`src/rtl/lane_code_sequencer.sv`:
```
// lane_code_sequencer
// Feeds the 4-to-16 lane decoder: accepts a dispatch job (start lane, lane
// count, lane-enable mask) and emits one lane code per handshake, visiting
// enabled lanes in rotating order from the start lane and wrapping mod LANES.
// Optional feature macro: LANE_SEQ_PERF_EN enables the backpressure stall
// counter on perf_stall_cnt; without it the port reads constant zero.
module lane_code_sequencer #(
    parameter int CODE_W = 4,
    parameter int LEN_W  = 5,
    localparam int LANES = 2**CODE_W
) (
    input  logic              clk,
    input  logic              rst_n,
    input  logic              job_valid,
    output logic              job_ready,
    input  logic [CODE_W-1:0] job_first,
    input  logic [LEN_W-1:0]  job_len,
    input  logic [LANES-1:0]  job_mask,
    output logic [CODE_W-1:0] code,
    output logic              code_valid,
    input  logic              code_ready,
    output logic              code_last,
    output logic              done,
    output logic              busy,
    output logic [15:0]       perf_stall_cnt
);

    typedef enum logic [1:0] {
        ST_IDLE,
        ST_RUN,
        ST_DONE
    } state_t;

    state_t             r_state;
    logic [LANES-1:0]   r_pending;
    logic [CODE_W-1:0]  r_code;
    logic               r_codeValid;
    logic               r_codeLast;
    logic               r_done;
    logic               r_busy;
    logic               r_jobReady;

    logic               w_accept;
    logic               w_handshake;
    logic [LEN_W-1:0]   w_effLen;
    logic [LANES-1:0]   w_window;
    logic [LANES-1:0]   w_acceptPending;
    logic [LANES-1:0]   w_clearMask;
    logic [LANES-1:0]   w_afterPending;
    logic [LANES-1:0]   w_searchPending;
    logic [CODE_W-1:0]  w_searchPtr;
    logic [CODE_W-1:0]  w_foundCode;
    logic               w_searchSingle;

    assign w_accept    = job_valid && r_jobReady;
    assign w_handshake = r_codeValid && code_ready;

    // Lengths beyond the lane count cover every lane exactly once.
    assign w_effLen = (job_len > LEN_W'(LANES)) ? LEN_W'(LANES) : job_len;

    // Build the rotating window of lanes first .. first+len-1 (mod LANES).
    always_comb begin
        w_window = '0;
        for (int k = 0; k < LANES; k++) begin
            if (k < int'(w_effLen)) begin
                w_window[job_first + CODE_W'(k)] = 1'b1;
            end
        end
    end

    assign w_acceptPending = job_mask & w_window;
    assign w_clearMask     = LANES'(1) << r_code;
    assign w_afterPending  = r_pending & ~w_clearMask;

    // The scan pointer is never stored: it is job_first at accept time and
    // code+1 after a handshake, which are exactly the two moments a search
    // result is needed, so a single search serves both.
    assign w_searchPending = (r_state == ST_IDLE) ? w_acceptPending : w_afterPending;
    assign w_searchPtr     = (r_state == ST_IDLE) ? job_first : r_code + 1'b1;

    // Find the first pending lane at or after the pointer, wrapping around.
    always_comb begin
        logic [CODE_W-1:0] idx;
        idx         = '0;
        w_foundCode = '0;
        for (int i = LANES - 1; i >= 0; i--) begin
            idx = w_searchPtr + CODE_W'(i);
            if (w_searchPending[idx]) begin
                w_foundCode = idx;
            end
        end
    end

    assign w_searchSingle = (w_searchPending != '0) &&
                            ((w_searchPending & (w_searchPending - LANES'(1))) == '0);

    // Job FSM with registered code/handshake/status outputs.
    always_ff @(posedge clk) begin
        if (!rst_n) begin
            r_state     <= ST_IDLE;
            r_pending   <= '0;
            r_code      <= '0;
            r_codeValid <= 1'b0;
            r_codeLast  <= 1'b0;
            r_done      <= 1'b0;
            r_busy      <= 1'b0;
            r_jobReady  <= 1'b1;
        end else begin
            case (r_state)
                ST_IDLE: begin
                    if (w_accept) begin
                        r_pending  <= w_acceptPending;
                        r_jobReady <= 1'b0;
                        r_busy     <= 1'b1;
                        if (w_acceptPending != '0) begin
                            r_state     <= ST_RUN;
                            r_code      <= w_foundCode;
                            r_codeValid <= 1'b1;
                            r_codeLast  <= w_searchSingle;
                        end else begin
                            r_state <= ST_DONE;
                            r_done  <= 1'b1;
                        end
                    end
                end
                ST_RUN: begin
                    if (w_handshake) begin
                        r_pending <= w_afterPending;
                        if (w_afterPending == '0) begin
                            r_state     <= ST_DONE;
                            r_codeValid <= 1'b0;
                            r_codeLast  <= 1'b0;
                            r_done      <= 1'b1;
                        end else begin
                            r_code     <= w_foundCode;
                            r_codeLast <= w_searchSingle;
                        end
                    end
                end
                ST_DONE: begin
                    r_state    <= ST_IDLE;
                    r_done     <= 1'b0;
                    r_busy     <= 1'b0;
                    r_jobReady <= 1'b1;
                end
                default: begin
                    r_state <= ST_IDLE;
                end
            endcase
        end
    end

    assign job_ready  = r_jobReady;
    assign code       = r_code;
    assign code_valid = r_codeValid;
    assign code_last  = r_codeLast;
    assign done       = r_done;
    assign busy       = r_busy;

`ifdef LANE_SEQ_PERF_EN
    logic [15:0] r_stallCnt;

    // Count backpressured cycles per job, saturating, cleared on accept.
    always_ff @(posedge clk) begin
        if (!rst_n) begin
            r_stallCnt <= '0;
        end else if (w_accept) begin
            r_stallCnt <= '0;
        end else if (r_codeValid && !code_ready && (r_stallCnt != 16'hFFFF)) begin
            r_stallCnt <= r_stallCnt + 16'd1;
        end
    end

    assign perf_stall_cnt = r_stallCnt;
`else
    assign perf_stall_cnt = 16'h0000;
`endif

endmodule

```
`config.mk`:
```
export PLATFORM = sky130hd
export DESIGN_NAME = lane_code_sequencer
export DESIGN_NICKNAME = d
export VERILOG_FILES = /design/src/rtl/lane_code_sequencer.sv
export SDC_FILE = /design/constraint.sdc
export NUM_CORES = 1
export LEC_CHECK = 0
export ABC_AREA = 1
export CAP_MARGIN = 5
export CORE_UTILIZATION = 40
export CTS_CLUSTER_SIZE = 10
export DETAILED_ROUTE_END_ITERATION = 10
export GPL_ROUTABILITY_DRIVEN = 0
export PLACE_DENSITY = 0.65
export SYNTH_ARGS = -nofsm -noshare
export SYNTH_HDL_FRONTEND = slang
export SYNTH_SLANG_ARGS = --single-unit
```
`constraint.sdc`:
```
create_clock -name clk -period 12.3 [get_ports clk]
set_input_delay 3.69 -clock clk [delete_from_list [all_inputs] [get_ports clk]]
set_output_delay 3.69 -clock clk [all_outputs]
set_load 0.01 [all_outputs]
```
==> flow_summary.yaml <==
global_routing:
  grt_remaining_overflow: 0
  grt_usage_pct: 29.21
  grt_pass1_wl_um: 42290
  grt_pass1_vias: 8195
  antenna_found_initial: 0
  grt_max_degree: 31
hold_path:
  hp-class: "flip-flop to flip-flop"
route:
  route.detailed.drc: 0
  vias: 9372
  firstDrtPassIters: 6
  drt_iter0_markers: 1539
  wl_um: 26560
  viasPerCell: 5.894
  ant_nets: 0
  routedWlPerCell_um: 16.70
finish:
  drive_above_1_share_pct: 5.255
  finalNetCount: 1418
  num_antenna_cells: 0
  syn_to_final_growth_pct: 4.863
synth:
  async_flop_share_pct: 0
  ys_seq_elements: 27
  synthFlopType: "dfxtp_1"
  syn_area_mm2: 0.006947
  yosys_warnings: 0
  syn_inst: 1388
  seq_area_frac_synth_pct: 7.781
  ys_types: 45
  synth-edff-count: 0
  postSynthAreaPerCell_um2: 5.005
outcome:
  status: "complete, no violations"
power_and_ir_drop:
  ir_drop_mv: 0.1011
  p_per_area_mw_per_mm2: 163.4
  power_leakage_nw: 3.688
timing:
  setup_tns_ns: 0
  hold_viol_final: 0
  finalClockSkew_ns: 0.005120
  rsz0062_at_grt: "no"
  slew-limit-headroom_pct: 31.33
  setup_viol: 0
  slew_viol_final: 0
  worst_hold_slack_ns: 0.4641
  fmax_mhz: 114.0
  period_needed_ns: 8.769
  tightest_slew_ns: 1.027
  min_period_over_period_pct: 71.29
worst_setup_path:
  cp.required_ns: 12.49
  cpMostUsedCell: "nand2_1"
  critPathArrivalTime_ns: 8.96
  crit_fanout: 16
  max_stage_delay_ns: 0.85
  cp-end-kind: "flip-flop"
  worstSetupPathType: "input port to flip-flop"
  worstSetupStartpointType: "input port"
  crit_slowest_cell: "clkdlybuf4s50_1"
floorplanning:
  start_util_pct: 41.45
  die_area_mm2: 0.01790
  floorplan.rows: 47
  core_area_mm2: 0.01676
  die_y_um: 133.8
  io_pins: 54
  die_w_um: 133.8
clocking:
  path_clk_slew_ns: 0.07
  clk-insertion-delay-late_ns: 0.27
  cts_sinks: 27
  cts-buffers-inserted: 3
  clock_path_buffers: 2
  cts_resized: 0
  root_buffer: "clkbuf_16"
  cts_tree: "done"
  post-cts-setup-buffers: 0
  cts-hold-fix-buffers: 0
  cts_max_level: 1
run:
  drv_cap: 0
place:
  numPortBuffers: 37
  dpl.hpwl_um: 19750
[cells in the final DEF (no fill, tap or decap), drive strengths merged, types with 10 or more instances in the layout]
cell           count
dfxtp             27
o211ai            16
inv              120
nand2            487
o21ai             28
ha                18
conb              16
and2              10
nand4             42
nor2             173
nand3            276
clkdlybuf4s50     37
a21oi             69
[routing by layer]
layer / vias up / track usage [%] / routed length, um
li1: 4481 / - / -
met1: 4082 / 40.87 / 11050
met2: 697 / 42.95 / 10660
met3: 112 / 6.047 / 3766
met4: 0 / 12.44 / 1086
met5: - / 0 / 0
[flip-flops by register name, summed over array words and instances, names as in the netlist]
signal / count
code: 4
busy: 1
code_last: 1
r_state: 2
job_ready: 1
r_pending: 16
code_valid: 1
done: 1
[critical path: cells and delay by family]
family | cells | cell delay [ns]
compound gates | 1 | 0.13
fa+ha+maj | 1 | 0.76
buf+inv | 3 | 1.70
simple gates | 28 | 2.63
[power by group]
| group | internal [mW] | switching [mW] |
|---|---|---|
| sequential | 0.103 | 0.0203 |
| clock | 0.0444 | 0.0345 |
| combinational | 0.316 | 0.672 |
[stage by stage]
stage,worst slack (ns),cells,power [mW],instance area [um^2],utilization [%]
final,3.531,1590,1.190,7284,43.46
after global routing,3.165,1590,1.320,7284,43.46
after CTS,3.865,1590,1.164,7284,43.46
after detailed placement,3.609,1586,1.083,7202,42.97
after global placement,3.575,1586,1.080,7202,42.97
after floorplan,5.419,1403,0.8762,7003,-
[logic make-up after synthesis]
group | after synthesis | synth area share [%]
AOI/OAI and AO/OA | 124 | 10.23
and+or+nand+nor | 1009 | 64.28
DFF | 27 | 7.781
buffers and inverters | 203 | 13.65
other | 1 | 0.05398
adders and majority gates | 18 | 3.242
xor gates and xnor gates | 6 | 0.7565
[final timing paths]
kind            startpoint             to  slack [ns]  cells past startpoint
min          r_pending[10]  r_pending[10]        0.46                      2
max reg2reg     r_state[0]        code[1]        7.50                     29
min reg2reg  r_pending[10]  r_pending[10]        0.46                      2
max           job_first[2]        code[1]        3.53                     33
[final cells by class]
| type | instances | area (um^2) |
|---|---|---|
| inverter | 125 | 471.7 |
| fill | 1861 | 9475 |
| clock buffer | 3 | 75.07 |
| multi-input combinational | 1173 | 5514 |
| sequential | 27 | 540.5 |
| timing repair buffer | 41 | 400.4 |
| clock inverter | 1 | 7.507 |
| tap | 220 | 275.3 |
[synth_stat cells (5+ instances only)]
cell / instances / area, um^2
nand2_1: 470 / 1764
nand3_1: 271 / 1356
nor2_1: 158 / 593.1
inv_1: 101 / 379.1
a21oi_1: 68 / 340.3
nand4_1: 42 / 262.8
buf_4: 30 / 225.2
dfxtp_1: 27 / 540.5
buf_2: 20 / 100.1
clkbuf_1: 19 / 71.32
ha_1: 18 / 225.2
inv_2: 18 / 67.56
nand2_2: 17 / 106.4
o211ai_1: 16 / 120.1
o21ai_0: 13 / 65.06
o21ai_1: 12 / 60.06
and2_1: 10 / 62.56
nor2_2: 9 / 56.30
buf_6: 6 / 67.56
nor3_1: 6 / 30.03
clkinv_1: 5 / 18.77
nor2_4: 5 / 56.30
No activity file was read; power rests on OpenSTA's default activity.
